### src/rtl/mat_loader_if.sv
// ---------------------------------------------------------------------------
// mat_loader_if : element stream in, assembled matrix pair out
// Rev 1.0
// ---------------------------------------------------------------------------
`default_nettype none

interface mat_loader_if #(
   parameter int rsize = 2,
   parameter int csize = 3
);
   logic [31:0]                         in_data;
   logic                                in_valid;
   logic                                in_ready;
   logic                                abort;
   logic [rsize-1:0][csize-1:0][31:0]   mat_a;
   logic [rsize-1:0][csize-1:0][31:0]   mat_b;
   logic                                mat_valid;
   logic                                mat_ack;

   modport master (
      output in_data, in_valid, abort, mat_ack,
      input  in_ready, mat_a, mat_b, mat_valid
   );

   modport slave (
      input  in_data, in_valid, abort, mat_ack,
      output in_ready, mat_a, mat_b, mat_valid
   );
endinterface

`default_nettype wire

### src/rtl/mat_loader.sv
// ---------------------------------------------------------------------------
// mat_loader : assembles two row-major streamed matrices and holds the pair
// Rev 1.0
// ---------------------------------------------------------------------------
`default_nettype none

module mat_loader #(
   parameter int rsize = 2,
   parameter int csize = 3
) (
   input  wire logic   clk,
   input  wire logic   rst_n,
   mat_loader_if.slave bus
);

   localparam int RW = (rsize > 1) ? $clog2(rsize) : 1;
   localparam int CW = (csize > 1) ? $clog2(csize) : 1;
   localparam logic [RW-1:0] c_row_last = RW'(rsize - 1);
   localparam logic [CW-1:0] c_col_last = CW'(csize - 1);

   typedef enum logic [1:0] {
      LOAD_A = 2'd0,
      LOAD_B = 2'd1,
      HOLD   = 2'd2
   } state_t;

   state_t                              state_q, state_d;
   logic [RW-1:0]                       row_q, row_d;
   logic [CW-1:0]                       col_q, col_d;
   logic                                mat_valid_q, mat_valid_d;
   logic [rsize-1:0][csize-1:0][31:0]   mat_a_q, mat_b_q;
   logic                                wr_a, wr_b;
   logic                                accept;
   logic                                last_elem;

   assign bus.in_ready  = rst_n && (state_q != HOLD);
   assign bus.mat_a     = mat_a_q;
   assign bus.mat_b     = mat_b_q;
   assign bus.mat_valid = mat_valid_q;

   assign accept    = bus.in_valid && bus.in_ready && !bus.abort;
   assign last_elem = (row_q == c_row_last) && (col_q == c_col_last);

   always_comb begin
      state_d = state_q;
      row_d   = row_q;
      col_d   = col_q;
      wr_a    = 1'b0;
      wr_b    = 1'b0;
      if (bus.abort) begin
         // abort wins over mat_ack and discards the beat on the bus
         state_d = LOAD_A;
         row_d   = '0;
         col_d   = '0;
      end else begin
         case (state_q)
            LOAD_A, LOAD_B: begin
               if (accept) begin
                  wr_a = (state_q == LOAD_A);
                  wr_b = (state_q == LOAD_B);
                  if (last_elem) begin
                     state_d = (state_q == LOAD_A) ? LOAD_B : HOLD;
                     row_d   = '0;
                     col_d   = '0;
                  end else if (col_q == c_col_last) begin
                     col_d = '0;
                     row_d = row_q + 1'b1;
                  end else begin
                     col_d = col_q + 1'b1;
                  end
               end
            end
            HOLD: begin
               if (bus.mat_ack) begin
                  state_d = LOAD_A;
               end
            end
            default: begin
               state_d = LOAD_A;
               row_d   = '0;
               col_d   = '0;
            end
         endcase
      end
      mat_valid_d = (state_d == HOLD);
   end

   always_ff @(posedge clk) begin
      if (!rst_n) begin
         state_q     <= LOAD_A;
         row_q       <= '0;
         col_q       <= '0;
         mat_valid_q <= 1'b0;
      end else begin
         state_q     <= state_d;
         row_q       <= row_d;
         col_q       <= col_d;
         mat_valid_q <= mat_valid_d;
      end
   end

   always_ff @(posedge clk) begin
      if (!rst_n) begin
         mat_a_q <= '0;
         mat_b_q <= '0;
      end else begin
         if (wr_a) begin
            mat_a_q[row_q][col_q] <= bus.in_data;
         end
         if (wr_b) begin
            mat_b_q[row_q][col_q] <= bus.in_data;
         end
      end
   end

endmodule

`default_nettype wire

### src/flat_wrapper.sv
// flat-port wrapper written by rule: the top's interface ports become plain ports
module mat_loader_flat 
#(
   parameter int rsize = 2,
   parameter int csize = 3
)
  (clk, rst_n, bus_in_data, bus_in_valid, bus_abort, bus_mat_ack, bus_in_ready, bus_mat_a, bus_mat_b, bus_mat_valid);
  mat_loader_if #(.rsize(rsize), .csize(csize)) bus_i ();
  input  wire logic clk;
  input  wire logic rst_n;
  input wire logic [$bits(bus_i.in_data)-1:0] bus_in_data;
  input wire logic [$bits(bus_i.in_valid)-1:0] bus_in_valid;
  input wire logic [$bits(bus_i.abort)-1:0] bus_abort;
  input wire logic [$bits(bus_i.mat_ack)-1:0] bus_mat_ack;
  output wire logic [$bits(bus_i.in_ready)-1:0] bus_in_ready;
  output wire logic [$bits(bus_i.mat_a)-1:0] bus_mat_a;
  output wire logic [$bits(bus_i.mat_b)-1:0] bus_mat_b;
  output wire logic [$bits(bus_i.mat_valid)-1:0] bus_mat_valid;
  assign bus_i.in_data = bus_in_data;
  assign bus_i.in_valid = bus_in_valid;
  assign bus_i.abort = bus_abort;
  assign bus_i.mat_ack = bus_mat_ack;
  assign bus_in_ready = bus_i.in_ready;
  assign bus_mat_a = bus_i.mat_a;
  assign bus_mat_b = bus_i.mat_b;
  assign bus_mat_valid = bus_i.mat_valid;
  mat_loader #(.rsize(rsize), .csize(csize)) u_core (.clk(clk), .rst_n(rst_n), .bus(bus_i));
endmodule
### config.mk
export PLATFORM = sky130hd
export DESIGN_NAME = mat_loader_flat
export DESIGN_NICKNAME = d
export VERILOG_FILES = /design/src/rtl/mat_loader_if.sv /design/src/rtl/mat_loader.sv /design/src/flat_wrapper.sv
export SDC_FILE = /design/constraint.sdc
export NUM_CORES = 1
export LEC_CHECK = 0
export CAP_MARGIN = 20
export CORE_UTILIZATION = 30
export CTS_CLUSTER_SIZE = 28
export DETAILED_ROUTE_END_ITERATION = 10
export GPL_TIMING_DRIVEN = 0
export SYNTH_ARGS = -nofsm -noshare
export SYNTH_HDL_FRONTEND = slang
export SYNTH_SLANG_ARGS = --single-unit
### constraint.sdc
create_clock -name clk -period 1.9 [get_ports clk]
set_clock_uncertainty 0.2 [all_clocks]
set_input_delay 0.38 -clock clk [delete_from_list [all_inputs] [get_ports clk]]
set_output_delay 0.38 -clock clk [all_outputs]
set_load 0.05 [all_outputs]
# Yosys cells after proc, flatten, opt, wreduce, memory -nomap -nowiden
# Cells that the tools add are included.
[classes]
n_addsub = 2
n_lt_le_gt_ge = 4
eq_ne = 7
mux = 26
n_bitwise = 2
n_reduce_logical = 12
[ops]
columns = ["op", "count"]
rows = [
  ["bitwise mux 192 bit", 2],
  ["demux 96 bit (select 1 bit)", 1],
  ["2-to-1 mux 96 bit", 1],
  ["demux 32 bit (select 2 bit)", 1],
  ["2-to-1 mux 32 bit", 1],
  ["2-to-1 mux 2 bit", 8],
  ["2-to-1 mux 1 bit", 9],
  ["case mux 2 bit (2 select lines)", 2],
  ["equality test 2 bit (second input constant)", 3],
  ["logical AND 1 bit", 6],
  ["OR reduction 2 bit", 2],
  ["< comparator 2 x 3 -> 1 bit (second input constant)", 1],
  ["inequality test 3 x 1 -> 1 bit (second input constant)", 1],
  ["AND reduction 3 bit", 1],
  ["adder 2 x 1 -> 2 bit (second input constant)", 1],
  ["equality test 2 x 1 -> 1 bit (second input constant)", 1],
  ["greater-or-equal comparator 2 x 1 -> 1 bit (second input constant)", 1],
  ["zero test 2 bit", 1],
  ["< comparator 1 x 2 -> 1 bit (second input constant)", 1],
  ["inequality test 2 x 1 -> 1 bit (second input constant)", 1],
  ["inequality test 2 bit (second input constant)", 1],
  ["NOT 1 bit", 2],
  ["case mux 1 bit (2 select lines)", 1],
  ["AND reduction 2 bit", 1],
  ["other kinds (3)", 3],
]
[word_totals]
register_bits = 390
in_bits = 37
out_inout_bits = 386
word_cells = 69

# Depth between registers and ports, before layout
# Gate-level depths: netlist of the first run.
[logic_depth]
word_depth = 8
ltp_mapped = 7
ltp_nobuf = 3

# Worst setup path after synthesis of the first run
# No wires, ideal clock.
[synth_path]
kind = "in2out"
from = "in rst_n"
to = "out bus_in_ready"
arrival_time_ps = 1562
required_time_ps = 1320
path_slack_ps = -242
cell_stages = 4
path_buffers = 3
path_cell_list = "buf_2 > clkbuf_1 > clkbuf_1 > and2_1"
[synth_via]
elab_chain_len = 1
[synth_lines]
columns = ["item", "line_no", "rtl"]
rows = [
  ["from (decl)", "flat_wrapper.sv:10", "input wire logic rst_n;"],
  ["logical AND 1 bit", "mat_loader.sv:36", "assign bus.in_ready = rst_n && (state_q != HOLD);"],
  ["to (decl)", "flat_wrapper.sv:15", "output wire logic [$bits(bus_i.in_ready)-1:0] bus_in_ready;"],
]
# Every way passes these cells.

# Worst setup path after layout of the first run
[layout_path]
from = "reg u_core.state_q[0]"
to = "out bus_in_ready"
[layout_via]
elab_chain_len = 2
[layout_lines]
columns = ["item", "line_no", "rtl"]
rows = [
  ["from (decl)", "mat_loader.sv:27", "state_t state_q, state_d;"],
  ["from (signal assigned)", "mat_loader.sv:95", "state_q <= state_d;"],
  ["inequality test 2 bit", "mat_loader.sv:36", ""],
  ["logical AND 1 bit", "mat_loader.sv:36", ""],
]
# Every way passes these cells.

==> impl_results.md, run 1 <==
- Status: finished with violations
- Failing checks: negative setup slack
- Mean Syn Cell Area: 10.4 sq um
- Chip height: 219 um
- Register area share after synthesis: 0.554
- Grt ovf: 0
- Worst hold slack: between 0.07 and 0.08 ns
- TritonRoute pass-1 iters: 5
- Max-slew headroom: 0.407
- Fin crit period: 2.02 ns
- Buf+Inv Stages, Crit Path: 2
- Vias: 11500
- Total CTS buffers: 44
- Final setup viols: 37
- Post-Route WL: 54.3 mm
- Finished Cell Area: 20700 sq um
- RSZ-0062 raised after global routing: yes
- Initial core utilization: 0.303
- Max Cap Viol: 0
- Fill cells: around 4600
- CTS H-tree depth: 2
- Layout area overhead: 46.9%
- Clk buf depth: 3
- Peak supply drop: 0.000527 V
- Placed Area: 19100 sq um
- CTS tree: built
- Vias in the first global route: 11500
- Crit Path Class: register to output port
- Netlist cell types: 26
- Tcrit/Tclk final: 1.06
- Final setup margin: -0.115 ns
- Core Region: 46500 sq um
- Netlist Area Pre-Place: around 14000 sq um
- Hold buffer count at cts: 0
- Ports: between 400 and 500
- Critical Path, Cell by Cell: buf_8 -> nand2b_4 -> and2_4 -> buf_8
- Crit end category: output port
- Worst EP arrival: approximately 1.4 ns
- Synthesized flop and latch total: a little under 400
- Die Wd: between 200 and 250 um
- Row cnt: 79
- Power Density: 840 nW/um^2
- Count of nets after finishing: approximately 1900
- Initial antenna violation count: 0
- 1st-iter DRT viols: around 560
- Routed wire per std cell: 21.8 um
- Clk slew on worst S/H paths: 0.06 ns
- Largest net degree at the start of global routing: 13
- Gate Count Post-Synth: 1350
- Worst min-delay path category: input pin to register
- DR vias/cell: 4.61
- Number of hold violations in the final report: 0
- Leak: about 10 nW
- Register area: 7820 sq um
- First-pass GRT wire length: 76.4 mm
- Post-route setup TNS: -1.27 ns
- DRC: 0
- Port bufs: between 400 and 500
- Synth area leaders: dfxtp_1 55%, mux2i_1 27%, nand2_1 11%
- Top-area cell type share of the netlist area: 0.554
- CP peak stage delay: 0.34 ns
- Placer Congestion: 0.794
- Crit-path slowest cell: dfxtp_2
- CP required: 1.32 ns
- Max frequency: slightly below 500 MHz
- CTS Sinks: 390
- All-Layer GR Usage: 0.218
- Post-DP HPWL: 38.2 mm
- Max-slew violations: 0
- Power consumption: 17.4 mW
- ANT nets after route: 0
- Root Buffer: clkbuf_16
- Clock Latency Late Sink: 0.57 ns
- Critical Path Fanout Max: 3
- Layout cells sized above 1: 0.308
- Least-Margin Pin Slew: about 0.89 ns
- Crit path launch type: register
- Syn nets: 1387
- Yosys top cell by area: dfxtp_1
- YS warnings: 0
- CP delay by family, top: flip-flops
- Die area: between 40000 and 50000 sq um
- Pre-CTS setup slack: -1.69 ns
- Area of the multi-input gates: 5850 sq um
- Crit-path most repeated cell: buf_8
where the power goes:
group / total, mW / switching, mW / internal (mW)
clock: 8.31 / 3.45 / 4.87
sequential: 8.22 / 0.0167 / 8.21
combinational: 0.856 / 0.614 / 0.242
cells in the final DEF (no fill, tap or decap), types with 7 or more instances in the layout:
cell,count
buf_12,20
buf_2,196
buf_4,33
buf_6,12
clkbuf_1,66
clkbuf_16,51
clkbuf_2,17
clkbuf_8,16
clkdlybuf4s15_2,136
clkdlybuf4s18_2,55
clkdlybuf4s50_1,34
dfxtp_1,385
mux2i_1,384
nand2_1,416
nand3_4,7
kinds of logic (layout without fill, tap and decap cells):
family / after synthesis / after routing / share of synthesized area
compound gates: 8 / 8 / 0.00400
xor+xnor: 1 / 1 / 0.000622
buf+inv: 121 / 654 / 0.0399
flops: 390 / 390 / 0.554
mux: 385 / 385 / 0.273
other cells: 0 / 1 / 0
simple gates: 445 / 445 / 0.128
worst paths after layout:
check                                startpoint                                  to  slack (ns)  cells past startpoint
max                u_core.state_q[0]$_SDFF_PN0_                        bus_in_ready       -0.12                      4
min                                       rst_n        u_core.col_q[1]$_SDFFE_PP0P_        0.07                      3
max reg2reg        u_core.col_q[0]$_SDFFE_PP0P_  u_core.bus.mat_a[187]$_SDFFE_PN0P_       -0.07                      5
min reg2reg  u_core.bus.mat_a[153]$_SDFFE_PN0P_  u_core.bus.mat_a[153]$_SDFFE_PN0P_        0.25                      2
final cells by class:
cell class	count	share of cell area
Tap cell	607	0.0367
Buffer	119	0.0449
Multi-Input combinational cell	839	0.282
Clock buffer	67	0.0651
Antenna cell	1	0.000121
Timing Repair Buffer	460	0.191
Clock inverter	8	0.00260
Sequential cell	390	0.378
registers in the layout, indices dropped and copies added, names as in the netlist:
signal / count
u_core.row_q: 1
u_core.state_q: 2
u_core.bus.mat_b: 192
u_core.col_q: 2
u_core.bus.mat_a: 192
u_core.bus.mat_valid: 1
stage by stage:
step	utilization	std cells
global route	0.446	2490
global placement	0.411	2379
detailed placement	0.411	2379
finish	0.446	2491
floorplan	-	1350
CTS	0.453	2477
routing by layer:
| layer | vias up | wire [um] | GRT usage |
|---|---|---|---|
| met4 | 0 | 1810 | 0.0819 |
| met2 | 358 | 26000 | 0.370 |
| met1 | 5550 | 23000 | 0.264 |
| met3 | 98 | 3480 | 0.0554 |
| li1 | 5473 | - | - |
| met5 | - | 0 | 0 |
worst reg2reg max path, stage by stage (launching register included):
cell and delay (ns):
dfxtp_2 0.32, buf_6 0.12, nand4b_4 0.16, or4_4 0.66, buf_12 0.21, mux2i_2 0.14
Yosys cell counts:
cell and n:
o21a_1 2, a21oi_1 2, and4_1 2, nor2b_1 5
buf_1 1, xor2_1 1, nand2_1 416, a311oi_1 1
nand4b_4 1, buf_6 7, or4_1 1, mux2i_1 385
and4bb_1 1, nor2_1 5, clkbuf_1 77, buf_2 32
a21o_1 1, buf_4 4, dfxtp_1 390, nor3_1 1
and2b_1 1, nand3_2 7, nand4b_2 2, and2_1 1
a22oi_1 2, nand2b_1 2
timing repair:
| action | in CTS | in global routing |
|---|---|---|
| resized for setup | 1546 | 222 |
| endpoints found under the setup margin | 770 | 450 |
| setup buffers | 19 | 8 |
| pin swaps | 3 | 3 |
| cloned | 5 | 6 |
Power figures use the tool's default switching activity.
==> inputs of run 2 (changes only) <==
--- a/config.mk
+++ b/config.mk
@@ -5,11 +5,13 @@
 export SDC_FILE = /design/constraint.sdc
 export NUM_CORES = 1
 export LEC_CHECK = 0
+export ABC_AREA = 1
 export CAP_MARGIN = 20
-export CORE_UTILIZATION = 30
+export CORE_UTILIZATION = 36
 export CTS_CLUSTER_SIZE = 28
 export DETAILED_ROUTE_END_ITERATION = 10
 export GPL_TIMING_DRIVEN = 0
+export SETUP_SLACK_MARGIN = 0.05
 export SYNTH_ARGS = -nofsm -noshare
 export SYNTH_HDL_FRONTEND = slang
 export SYNTH_SLANG_ARGS = --single-unit
==> run 2 against run 1 <==
Net effect: the run still ends with negative setup slack left; combinational power rose by 43%; critical path depth fell by 1; first-iteration DRC count rose by 110%; utilization rose by 3.1 points; critical endpoint unchanged.
==> impl_results.md, run 2 <==
- Crit Path Class: register to output port
- Placer Congestion: 0.921 (+16%)
- Number of hold violations in the final report: 0 (unchanged)
- Yosys top cell by area: dfxtp_1
- Max-slew headroom: 0.512 (+0.105)
- Count of nets after finishing: 2906 (+54%)
- Final setup viols: 1 (-97%)
- Reg2reg end: u_core.bus.mat_b[162]$_SDFFE_PN0P_
- Clk buf depth: 3 (unchanged)
- Worst hold endpoint: u_core.row_q$_SDFFE_PP0P_
- Tcrit/Tclk final: 1.02 (-0.0446)
- Min-delay src: rst_n
- Root Buffer: clkbuf_16
- Layout cells sized above 1: 0.221 (-0.0869)
- Commonest cells in the netlist: 593 x nand2_1, 418 x inv_1, 390 x dfxtp_1
- Post-synth EDFFs: 0 (unchanged)
- DR vias/cell: 4.86 (+5.4%)
- Row cnt: 78 (-1.3%)
- Count leader, synth: nand2_1
- Clock Latency Late Sink: 0.59 ns (+0.02 ns)
- Clk slew on worst S/H paths: 0.07 ns (about the same)
- Mean Syn Cell Area: 6.92 sq um (-34%)
- TritonRoute pass-1 iters: 6 (+1)
- CP required: 1.32 ns (about the same)
- Max Cap Viol: 0 (unchanged)
- DRC: 0 (unchanged)
- Layout area overhead: 30.8%
- Status: finished with violations
- Critical Path Fanout Max: 3 (unchanged)
- Vias in the first global route: 16400 (+43%)
- RSZ-0062 raised after global routing: yes
- Finished Cell Area: 21700 sq um (+4.6%)
- Most used DFF post-synth: dfxtp_1
- Syn nets: 2430 (+75%)
- Netlist cell types: 20 (-23%)
- Post-route setup TNS: -0.0306 ns (+1.24 ns)
- Gate Count Post-Synth: 2393 (+77%)
- First-pass GRT wire length: 98.9 mm (+29%)
- Placed Area: 21500 sq um (+13%)
- Initial antenna violation count: 2 (+2)
- Total CTS buffers: 44 (unchanged)
- Core Region: 45400 sq um (-2.3%)
- Register area share after synthesis: 0.472 (-0.0825)
- Failing checks: negative setup slack
- Netlist Area Pre-Place: 16600 sq um (+17%)
- Max-slew violations: 0 (unchanged)
- Top-area cell type share of the netlist area: 0.472 (-0.0825)
- Least-Margin Pin Slew: 0.732 ns (-0.157 ns)
- Post-Route WL: 66.7 mm (+23%)
- Most frequent cells in the layout: 585 x nand2_1, 417 x inv_1, 408 x buf_2
- Vias: 17000 (+48%)
- CTS Sinks: 390 (unchanged)
- CTS H-tree depth: 2 (unchanged)
- Final setup margin: -0.0306 ns (+0.0847 ns)
- Fill cells: 4757 (+4.2%)
- YS warnings: 0 (unchanged)
- Largest net degree at the start of global routing: 13 (unchanged)
- Grt ovf: 0 (unchanged)
- Synthesized flop and latch total: 390 (unchanged)
- Non-filler cells, final: 3505 (+41%)
- Hold buffer count at cts: 0 (unchanged)
- ANT nets after route: 0 (unchanged)
- Post-DP HPWL: 50.4 mm (+32%)
- Power Density: 852 nW/um^2 (+1.5%)
- Die area: 46900 sq um (-2.1%)
- Placed Cells: 3414 (+44%)
- Peak supply drop: 0.000559 V (+6.1%)
- Fin crit period: 1.93 ns (-0.0847 ns)
- Async S/R FF share, synth: 0 (unchanged)
- Worst R2R Start: u_core.state_q[0]$_SDFF_PN0_
- 1st-iter DRT viols: 1138 (+110%)
- Most common cell after layout, fill and taps aside: nand2_1
- Worst min-delay path category: input pin to register
- Crit end category: output port
- Max frequency: 518 MHz (+4.4%)
- Worst hold path depth: 5 (+2)
- CTS tree: built
- Chip height: 216 um (-1.0%)
- Port bufs: 421 (-0.24%)
- Synth area leaders: dfxtp_1 47%, nand2_1 13%, inv_1 9.5%
- All-Layer GR Usage: 0.277 (+0.0593)
- Leak: 10.3 nW (-0.79%)
- Reg2reg setup slack: 0.02 ns (+0.09 ns)
- Crit path launch type: register
- Ports: 423 (unchanged)
- Routed wire per std cell: 19.0 um (-13%)
- Die Wd: 216 um (-1.0%)
- Worst EP arrival: 1.35 ns (-0.09 ns)
- Worst Reg-to-Reg Cells: 6 (+1)
- Initial core utilization: 0.365 (+0.0615)
run 2: report_power, final:
group,switching [mW],total (mW),internal (mW)
combinational,0.910,1.22,0.311
clock,3.61,9.01,5.40
sequential,0.0206,8.23,8.21
run 2: metal layers:
layer  track usage  share of wire
met5             0              0
met4         0.101          0.029
met3        0.0814          0.088
met2         0.475           0.48
met1         0.327           0.41
run 2: how the worst max path moves through the flow:
stage                                            start           end  slack, ns  cells past startpoint
after floorplan                                  rst_n  bus_in_ready       0.09                      5
after global placement                           rst_n  bus_in_ready      -0.82                      6
after detailed placement                         rst_n  bus_in_ready      -0.83                      6
after CTS                 u_core.state_q[0]$_SDFF_PN0_  bus_in_ready      -0.08                      3
after global routing      u_core.state_q[0]$_SDFF_PN0_  bus_in_ready      -0.05                      3
final                     u_core.state_q[0]$_SDFF_PN0_  bus_in_ready      -0.03                      3
run 2: stage by stage:
stage / hold WS (ns) / total power [mW] / util / setup WS (ns)
finish: 0.0472 / 18.5 / 0.477 / -0.0306
global route: 0.0699 / 19.0 / 0.477 / -0.0516
CTS: 0.0309 / 18.5 / 0.471 / -0.0764
detailed placement: 0.253 / 9.58 / 0.475 / -0.826
global placement: 0.247 / 9.57 / 0.475 / -0.817
floorplan: 0.301 / 9.04 / - / 0.0923
run 2: cell families (layout without fill, tap and decap cells):
family                 count (synthesis)  count (layout)  synth area share
other                                  0               2                 0
buffers and inverters                610            1119             0.149
AOI/OAI and AO/OA                    200             200            0.0608
and+or+nand+nor                     1193            1194             0.319
DFF                                  390             390             0.472
run 2: cell type report:
type | count | area [sq um] | area share
sequential | 390 | 7820 | 0.361
multi-input combinational | 1394 | 6390 | 0.295
timing repair buffer | 429 | 2430 | 0.112
inverter | 424 | 1600 | 0.0738
clock buffer | 65 | 1330 | 0.0615
buffer | 186 | 1140 | 0.0526
tap | 600 | 751 | 0.0347
clock inverter | 15 | 189 | 0.00872
antenna | 2 | 5.00 | 0.000231
run 2: timing repair:
item	4_1_cts	5_1_grt
pin swaps	1	6
cloned	0	1
setup buffers	1	7
endpoints found under the setup margin	760	400
resized for setup	1948	180
run 2: worst max-delay path, cell delays in order, from the launching register on:
cell and delay (ns):
dfxtp_4 0.36, inv_4 0.04, a21oi_4 0.17, buf_6 0.18
